$ cat src/rtl/pipe_ctrl_if.sv
// Pipeline-control bundle: stage stall requests, EX multi-cycle handshake,
// exception commit, and the controller's stall/flush/redirect results.
interface pipe_ctrl_if #(
  parameter int unsigned MC_LEN_W = 6,
  parameter int unsigned PERF_W   = 32
);
  logic                stallreq_if;
  logic                stallreq_id;
  logic                stallreq_mem;
  logic                ex_mc_start;
  logic [MC_LEN_W-1:0] ex_mc_len;
  logic                excp_i;
  logic                excp_is_eret;
  logic [31:0]         epc_i;

  logic [5:0]          stall;
  logic                flush;
  logic [31:0]         new_pc;
  logic                ex_mc_done;
  logic                ex_mc_abort;
  logic                mc_err;
  logic [PERF_W-1:0]   stall_cycles;

  modport master (
    output stallreq_if, stallreq_id, stallreq_mem, ex_mc_start, ex_mc_len,
           excp_i, excp_is_eret, epc_i,
    input  stall, flush, new_pc, ex_mc_done, ex_mc_abort, mc_err, stall_cycles
  );

  modport slave (
    input  stallreq_if, stallreq_id, stallreq_mem, ex_mc_start, ex_mc_len,
           excp_i, excp_is_eret, epc_i,
    output stall, flush, new_pc, ex_mc_done, ex_mc_abort, mc_err, stall_cycles
  );
endinterface

$ cat src/rtl/pipe_ctrl.sv
// Pipeline sequencing controller: stall arbitration, EX multi-cycle countdown,
// exception/eret flush with redirect, and a saturating stall-cycle counter.
module pipe_ctrl #(
  parameter logic [31:0] EXCP_VEC = 32'h0000_0020,
  parameter int unsigned MC_LEN_W = 6,
  parameter int unsigned PERF_W   = 32
) (
  input  logic      clk,
  input  logic      rst,
  pipe_ctrl_if.slave bus
);

  localparam logic [0:0] ST_RUN  = 1'b0;
  localparam logic [0:0] ST_BUSY = 1'b1;

  logic [0:0]          state_q;
  logic [MC_LEN_W-1:0] cnt_q;
  logic                mc_err_q;
  logic [PERF_W-1:0]   perf_q;

  logic                in_run;
  logic                in_busy;
  logic                len_multi;
  logic                ex_busy;
  logic                done_c;
  logic [5:0]          stall_c;
  logic                flush_c;
  logic [31:0]         new_pc_c;
  logic                abort_c;

  assign in_run    = (state_q == ST_RUN);
  assign in_busy   = (state_q == ST_BUSY);
  assign len_multi = |bus.ex_mc_len[MC_LEN_W-1:1];

  always_comb begin
    ex_busy  = 1'b0;
    done_c   = 1'b0;
    stall_c  = '0;
    flush_c  = 1'b0;
    new_pc_c = '0;
    abort_c  = 1'b0;
    if (!rst) begin
      if (bus.excp_i) begin
        flush_c  = 1'b1;
        new_pc_c = bus.excp_is_eret ? bus.epc_i : EXCP_VEC;
        abort_c  = in_busy;
      end else begin
        if (in_run && bus.ex_mc_start) begin
          ex_busy = len_multi;
          done_c  = !len_multi;
        end else if (in_busy) begin
          ex_busy = (cnt_q != '0);
          done_c  = (cnt_q == '0);
        end
        if (bus.stallreq_mem)     stall_c = 6'b011111;
        else if (ex_busy)         stall_c = 6'b001111;
        else if (bus.stallreq_id) stall_c = 6'b000111;
        else if (bus.stallreq_if) stall_c = 6'b000011;
      end
    end
  end

  always_ff @(posedge clk) begin
    if (rst) begin
      state_q  <= ST_RUN;
      cnt_q    <= '0;
      mc_err_q <= 1'b0;
      perf_q   <= '0;
    end else begin
      if (in_busy && bus.ex_mc_start)
        mc_err_q <= 1'b1;
      if (stall_c[0] && !(&perf_q))
        perf_q <= perf_q + PERF_W'(1);

      if (bus.excp_i) begin
        state_q <= ST_RUN;
        cnt_q   <= '0;
      end else if (in_run) begin
        if (bus.ex_mc_start && len_multi) begin
          state_q <= ST_BUSY;
          cnt_q   <= bus.ex_mc_len - MC_LEN_W'(2);
        end
      end else if (cnt_q != '0) begin
        cnt_q <= cnt_q - MC_LEN_W'(1);
      end else if (!bus.stallreq_mem) begin
        // Result stays presented (done held) until MEM lets the pipe advance.
        state_q <= ST_RUN;
      end
    end
  end

  assign bus.stall        = stall_c;
  assign bus.flush        = flush_c;
  assign bus.new_pc       = new_pc_c;
  assign bus.ex_mc_done   = done_c;
  assign bus.ex_mc_abort  = abort_c;
  assign bus.mc_err       = rst ? 1'b0 : mc_err_q;
  assign bus.stall_cycles = rst ? '0 : perf_q;

endmodule

$ cat src/flat_wrapper.sv
// flat-port wrapper written by rule: the top's interface ports become plain ports
module pipe_ctrl_flat 
#(
  parameter logic [31:0] EXCP_VEC = 32'h0000_0020,
  parameter int unsigned MC_LEN_W = 6,
  parameter int unsigned PERF_W   = 32
)
  (clk, rst, bus_stallreq_if, bus_stallreq_id, bus_stallreq_mem, bus_ex_mc_start, bus_ex_mc_len, bus_excp_i, bus_excp_is_eret, bus_epc_i, bus_stall, bus_flush, bus_new_pc, bus_ex_mc_done, bus_ex_mc_abort, bus_mc_err, bus_stall_cycles);
  pipe_ctrl_if #(.MC_LEN_W(MC_LEN_W), .PERF_W(PERF_W)) bus_i ();
  input  logic clk;
  input  logic rst;
  input wire logic [$bits(bus_i.stallreq_if)-1:0] bus_stallreq_if;
  input wire logic [$bits(bus_i.stallreq_id)-1:0] bus_stallreq_id;
  input wire logic [$bits(bus_i.stallreq_mem)-1:0] bus_stallreq_mem;
  input wire logic [$bits(bus_i.ex_mc_start)-1:0] bus_ex_mc_start;
  input wire logic [$bits(bus_i.ex_mc_len)-1:0] bus_ex_mc_len;
  input wire logic [$bits(bus_i.excp_i)-1:0] bus_excp_i;
  input wire logic [$bits(bus_i.excp_is_eret)-1:0] bus_excp_is_eret;
  input wire logic [$bits(bus_i.epc_i)-1:0] bus_epc_i;
  output wire logic [$bits(bus_i.stall)-1:0] bus_stall;
  output wire logic [$bits(bus_i.flush)-1:0] bus_flush;
  output wire logic [$bits(bus_i.new_pc)-1:0] bus_new_pc;
  output wire logic [$bits(bus_i.ex_mc_done)-1:0] bus_ex_mc_done;
  output wire logic [$bits(bus_i.ex_mc_abort)-1:0] bus_ex_mc_abort;
  output wire logic [$bits(bus_i.mc_err)-1:0] bus_mc_err;
  output wire logic [$bits(bus_i.stall_cycles)-1:0] bus_stall_cycles;
  assign bus_i.stallreq_if = bus_stallreq_if;
  assign bus_i.stallreq_id = bus_stallreq_id;
  assign bus_i.stallreq_mem = bus_stallreq_mem;
  assign bus_i.ex_mc_start = bus_ex_mc_start;
  assign bus_i.ex_mc_len = bus_ex_mc_len;
  assign bus_i.excp_i = bus_excp_i;
  assign bus_i.excp_is_eret = bus_excp_is_eret;
  assign bus_i.epc_i = bus_epc_i;
  assign bus_stall = bus_i.stall;
  assign bus_flush = bus_i.flush;
  assign bus_new_pc = bus_i.new_pc;
  assign bus_ex_mc_done = bus_i.ex_mc_done;
  assign bus_ex_mc_abort = bus_i.ex_mc_abort;
  assign bus_mc_err = bus_i.mc_err;
  assign bus_stall_cycles = bus_i.stall_cycles;
  pipe_ctrl #(.EXCP_VEC(EXCP_VEC), .MC_LEN_W(MC_LEN_W), .PERF_W(PERF_W)) u_core (.clk(clk), .rst(rst), .bus(bus_i));
endmodule
$ cat config.mk
export PLATFORM = sky130hd
export DESIGN_NAME = pipe_ctrl_flat
export DESIGN_NICKNAME = d
export VERILOG_FILES = /design/src/rtl/pipe_ctrl_if.sv /design/src/rtl/pipe_ctrl.sv /design/src/flat_wrapper.sv
export SDC_FILE = /design/constraint.sdc
export NUM_CORES = 1
export LEC_CHECK = 0
export CAP_MARGIN = 15
export CORE_MARGIN = 2
export CORE_UTILIZATION = 38
export CTS_CLUSTER_DIAMETER = 200
export DETAILED_ROUTE_END_ITERATION = 12
export HOLD_SLACK_MARGIN = 0.08
export PLACE_DENSITY = 0.79
export SETUP_SLACK_MARGIN = 0.5
export SYNTH_ARGS = -nofsm -noshare
export SYNTH_HDL_FRONTEND = slang
export SYNTH_SLANG_ARGS = --single-unit
$ cat constraint.sdc
create_clock -name clk -period 3.4 [get_ports clk]
set_input_delay 1.02 -clock clk [delete_from_list [all_inputs] [get_ports clk]]
set_output_delay 1.02 -clock clk [all_outputs]
set_load 0.01 [all_outputs]
==> results.sh <==
export IMPL_cts_path_max_buffers=2
export IMPL_rsz0062_at_grt="yes"
export IMPL_finClkSkew_ns=0.00484
export IMPL_clk_pin_slew_ns=0.08
export IMPL_synth_ff_type="dfxtp_1"
export IMPL_ioPinCount=120
export IMPL_coreArea_sq_um=6830
export IMPL_cts_sinks=40
export IMPL_cts_inserted_buffers=5
export IMPL_rr_endpoint="u_core.perf_q[3]"
export IMPL_ff2ff_path_depth=7
export IMPL_hold_depth=2
export IMPL_hold_path_class="register to register"
export IMPL_hold_end="u_core.mc_err_q"
export IMPL_synth_top_cell_by_area="dfxtp_1"
export IMPL_cp_data_required_time_ns=2.38
export IMPL_synth_area_per_cell_sq_um=8.01
export IMPL_finalPower_mw=1.08
export IMPL_root_buffer="clkbuf_8"
export IMPL_rr_startpoint="u_core.perf_q[0]"
export IMPL_gp_congestion=0.876
export IMPL_ant_nets=0
export IMPL_dr_first_iter_drc_count=88
export IMPL_cap_violations=0
export IMPL_antenna_cells=0
export IMPL_synthesis_nets=387
export IMPL_crit_slowest_cell="or4b_4"
export IMPL_cp_buffers_inverters=3
export IMPL_slew_violations=0
export IMPL_period_needed_ns=3.45
export IMPL_r2r_slack_ns=1.00
export IMPL_start_util=0.394
export IMPL_ys_top_cells_by_area="dfxtp_1 30%, and3_1 7.7%, nor2b_1 6.0%"
export IMPL_path_class="input port to output pin"
export IMPL_antenna_found_initial=0
export IMPL_critPathTopFamily="simple AND/OR/NAND/NOR gates"
export IMPL_grt_max_degree=31
export IMPL_ir_drop_mv=0.166
export IMPL_powerDensity_nw_per_um2=245
export IMPL_hpwl_microns=5830
export IMPL_grt_pass1_vias=2981
export IMPL_fin_area_sq_um=4410
export IMPL_seq_area_frac_synth=0.298
export IMPL_fillerInstances=604
export IMPL_final_common_cell="dfxtp_1"
export IMPL_synth_cells=336
export IMPL_async_flop_share=0
export IMPL_avgRoutedWirePerCell_microns=14.2
export IMPL_crit_fanout=2
export IMPL_end_kind="output pin"
export IMPL_hp_start="u_core.mc_err_q"
export IMPL_num_rows=30
export IMPL_nets=529
export IMPL_violations="setup timing"
export IMPL_critPathLaunchType="input port"
export IMPL_cts_tree="yes"
export IMPL_drive_above_1_share=0.294
export IMPL_dieArea_sq_um=7770
export IMPL_io_buffers=118
export IMPL_wl_microns=8180
export IMPL_dr_pass1_iters=4
export IMPL_yosysUniqueCellTypes=55
export IMPL_drc=0
export IMPL_vias_per_cell=5.12
export IMPL_areaGrowthSynthToFinish_pct=63.8
export IMPL_setup_ws_ns=-0.0543
export IMPL_ys_seq_elements=40
export IMPL_synth_edf_count=0
export IMPL_clk_latency_ns=0.29
export IMPL_finalHoldViolations=0
export IMPL_overflow=0
export IMPL_clock_fmax_mhz=289
export IMPL_p_leak_nw=2.05
export IMPL_die_h_microns=88.1
export IMPL_vias=2945
export IMPL_htreeDepth=2
export IMPL_critPathArrivalTime_ns=2.43
export IMPL_grt_pass1_wl_microns=13100
export IMPL_critPathMaxStageDelay_ns=0.48
export IMPL_outcome="finished with violations"
export IMPL_layout_common_cells="40 x dfxtp_1, 38 x nor2_1, 34 x clkdlybuf4s50_1, 34 x dlygate4sd2_1, 31 x buf_2"
export IMPL_fin_crit_sh=1.02
export IMPL_synthesis_yosys_warnings=0
export IMPL_cp_cell_sequence="buf_12, inv_12, ha_4, or4b_4, a21oi_4, nor2_2, o21a_1, a21o_1, buf_2"
export IMPL_final_util=0.645
export IMPL_gr_usage_all_layers=0.213
export IMPL_synth_top_area_share=0.298
export IMPL_finalSetupViolations=2
export IMPL_dpl_cell_area_sq_um=4150
export IMPL_syn_area_sq_um=2690
export IMPL_die_x_microns=88.1
-- cells by family after synthesis --
family                   share of synthesized area
XOR/XNOR                                    0.0456
multiplexers                                0.0791
buffers and inverters                       0.0614
flip-flops                                   0.298
adder cells (fa/ha/maj)                     0.0233
other                                      0.00139
AND/OR/NAND/NOR                              0.417
AO/OA/AOI/OAI                               0.0749
-- repair_timing --
item / CTS / global route
buffers inserted: 9 / 2
endpoints found under the setup margin: 105 / 20
gates cloned: 5 / 0
pin swaps: 15 / 6
resized for setup: 254 / 9
hold buffers: 0 / 0
-- power breakdown --
part / internal [mW] / switching (mW) / leakage (nW)
clock: 0.166 / 0.166 / 0.0455
sequential: 0.475 / 0.00748 / 0.323
combinational: 0.155 / 0.111 / 1.68
-- synth_stat cells, types with 3 or more instances --
master and instances:
inv_1 15, and4_1 4, o21ai_0 9, clkbuf_1 13
nor2_1 41, or3_1 6, and3_1 33, and2_1 3
nor2b_1 26, dfxtp_1 40, xor2_1 3, nor3_1 9
nand2_1 21, nand3_1 17, ha_1 5, nor4_1 3
xnor2_1 11, nand4_1 6, buf_4 3, mux2_4 3
a21oi_1 11, buf_6 3, mux2_2 13, and4_4 3
-- area by class of cell --
class,instances,area (sq um),area share
Multi-Input combinational cell,261,1830,0.416
Clock buffer,8,90.1,0.0204
Tap cell,96,120,0.0273
Inverter,15,83.8,0.0190
Timing Repair Buffer,155,1480,0.335
Sequential cell,40,801,0.182
-- stage by stage --
stage	setup TNS [ns]	setup slack (ns)	std cells	hold slack, ns
after global routing	-0.240	-0.119	575	0.527
after detailed placement	-13.14	-0.913	551	0.459
after floorplan	0	0.129	336	0.429
after CTS	-0.110	-0.0840	573	0.479
final	-0.0752	-0.0543	575	0.467
after global placement	-11.98	-0.895	551	0.447
-- metal layers --
metal / vias to the layer above / global-route usage / wire, microns
li1: 1459 / - / -
met1: 1361 / 0.233 / 3250
met2: 109 / 0.395 / 4220
met3: 16 / 0.0471 / 498
met4: 0 / 0.0868 / 222
met5: - / 0 / 0
-- flip-flops by register name, indices dropped and copies added (netlist names) --
| name | count |
|---|---|
| u_core.perf_q | 32 |
| u_core.cnt_q | 6 |
| u_core.in_busy | 1 |
| u_core.mc_err_q | 1 |
-- worst min-delay path: cells and delay by family (launching register included) --
family / cells / cell delay [ns]
flip-flops: 1 / 0.33
AND/OR/NAND/NOR: 1 / 0.07
AO/OA/AOI/OAI: 1 / 0.04
-- worst max path at each step --
stage                    to        startpoint  slack, ns  cells past startpoint
3_3_place_gp   bus_stall[2]  bus_ex_mc_len[2]      -0.89                      9
4_1_cts        bus_stall[2]  bus_ex_mc_len[1]      -0.08                      9
6_report       bus_stall[2]  bus_ex_mc_len[1]      -0.05                      9
2_1_floorplan  bus_stall[2]  bus_ex_mc_len[2]       0.13                      7
5_1_grt        bus_stall[2]  bus_ex_mc_len[1]      -0.12                      9
3_5_place_dp   bus_stall[2]  bus_ex_mc_len[2]      -0.91                      9
Power figures use the tool's default switching activity.
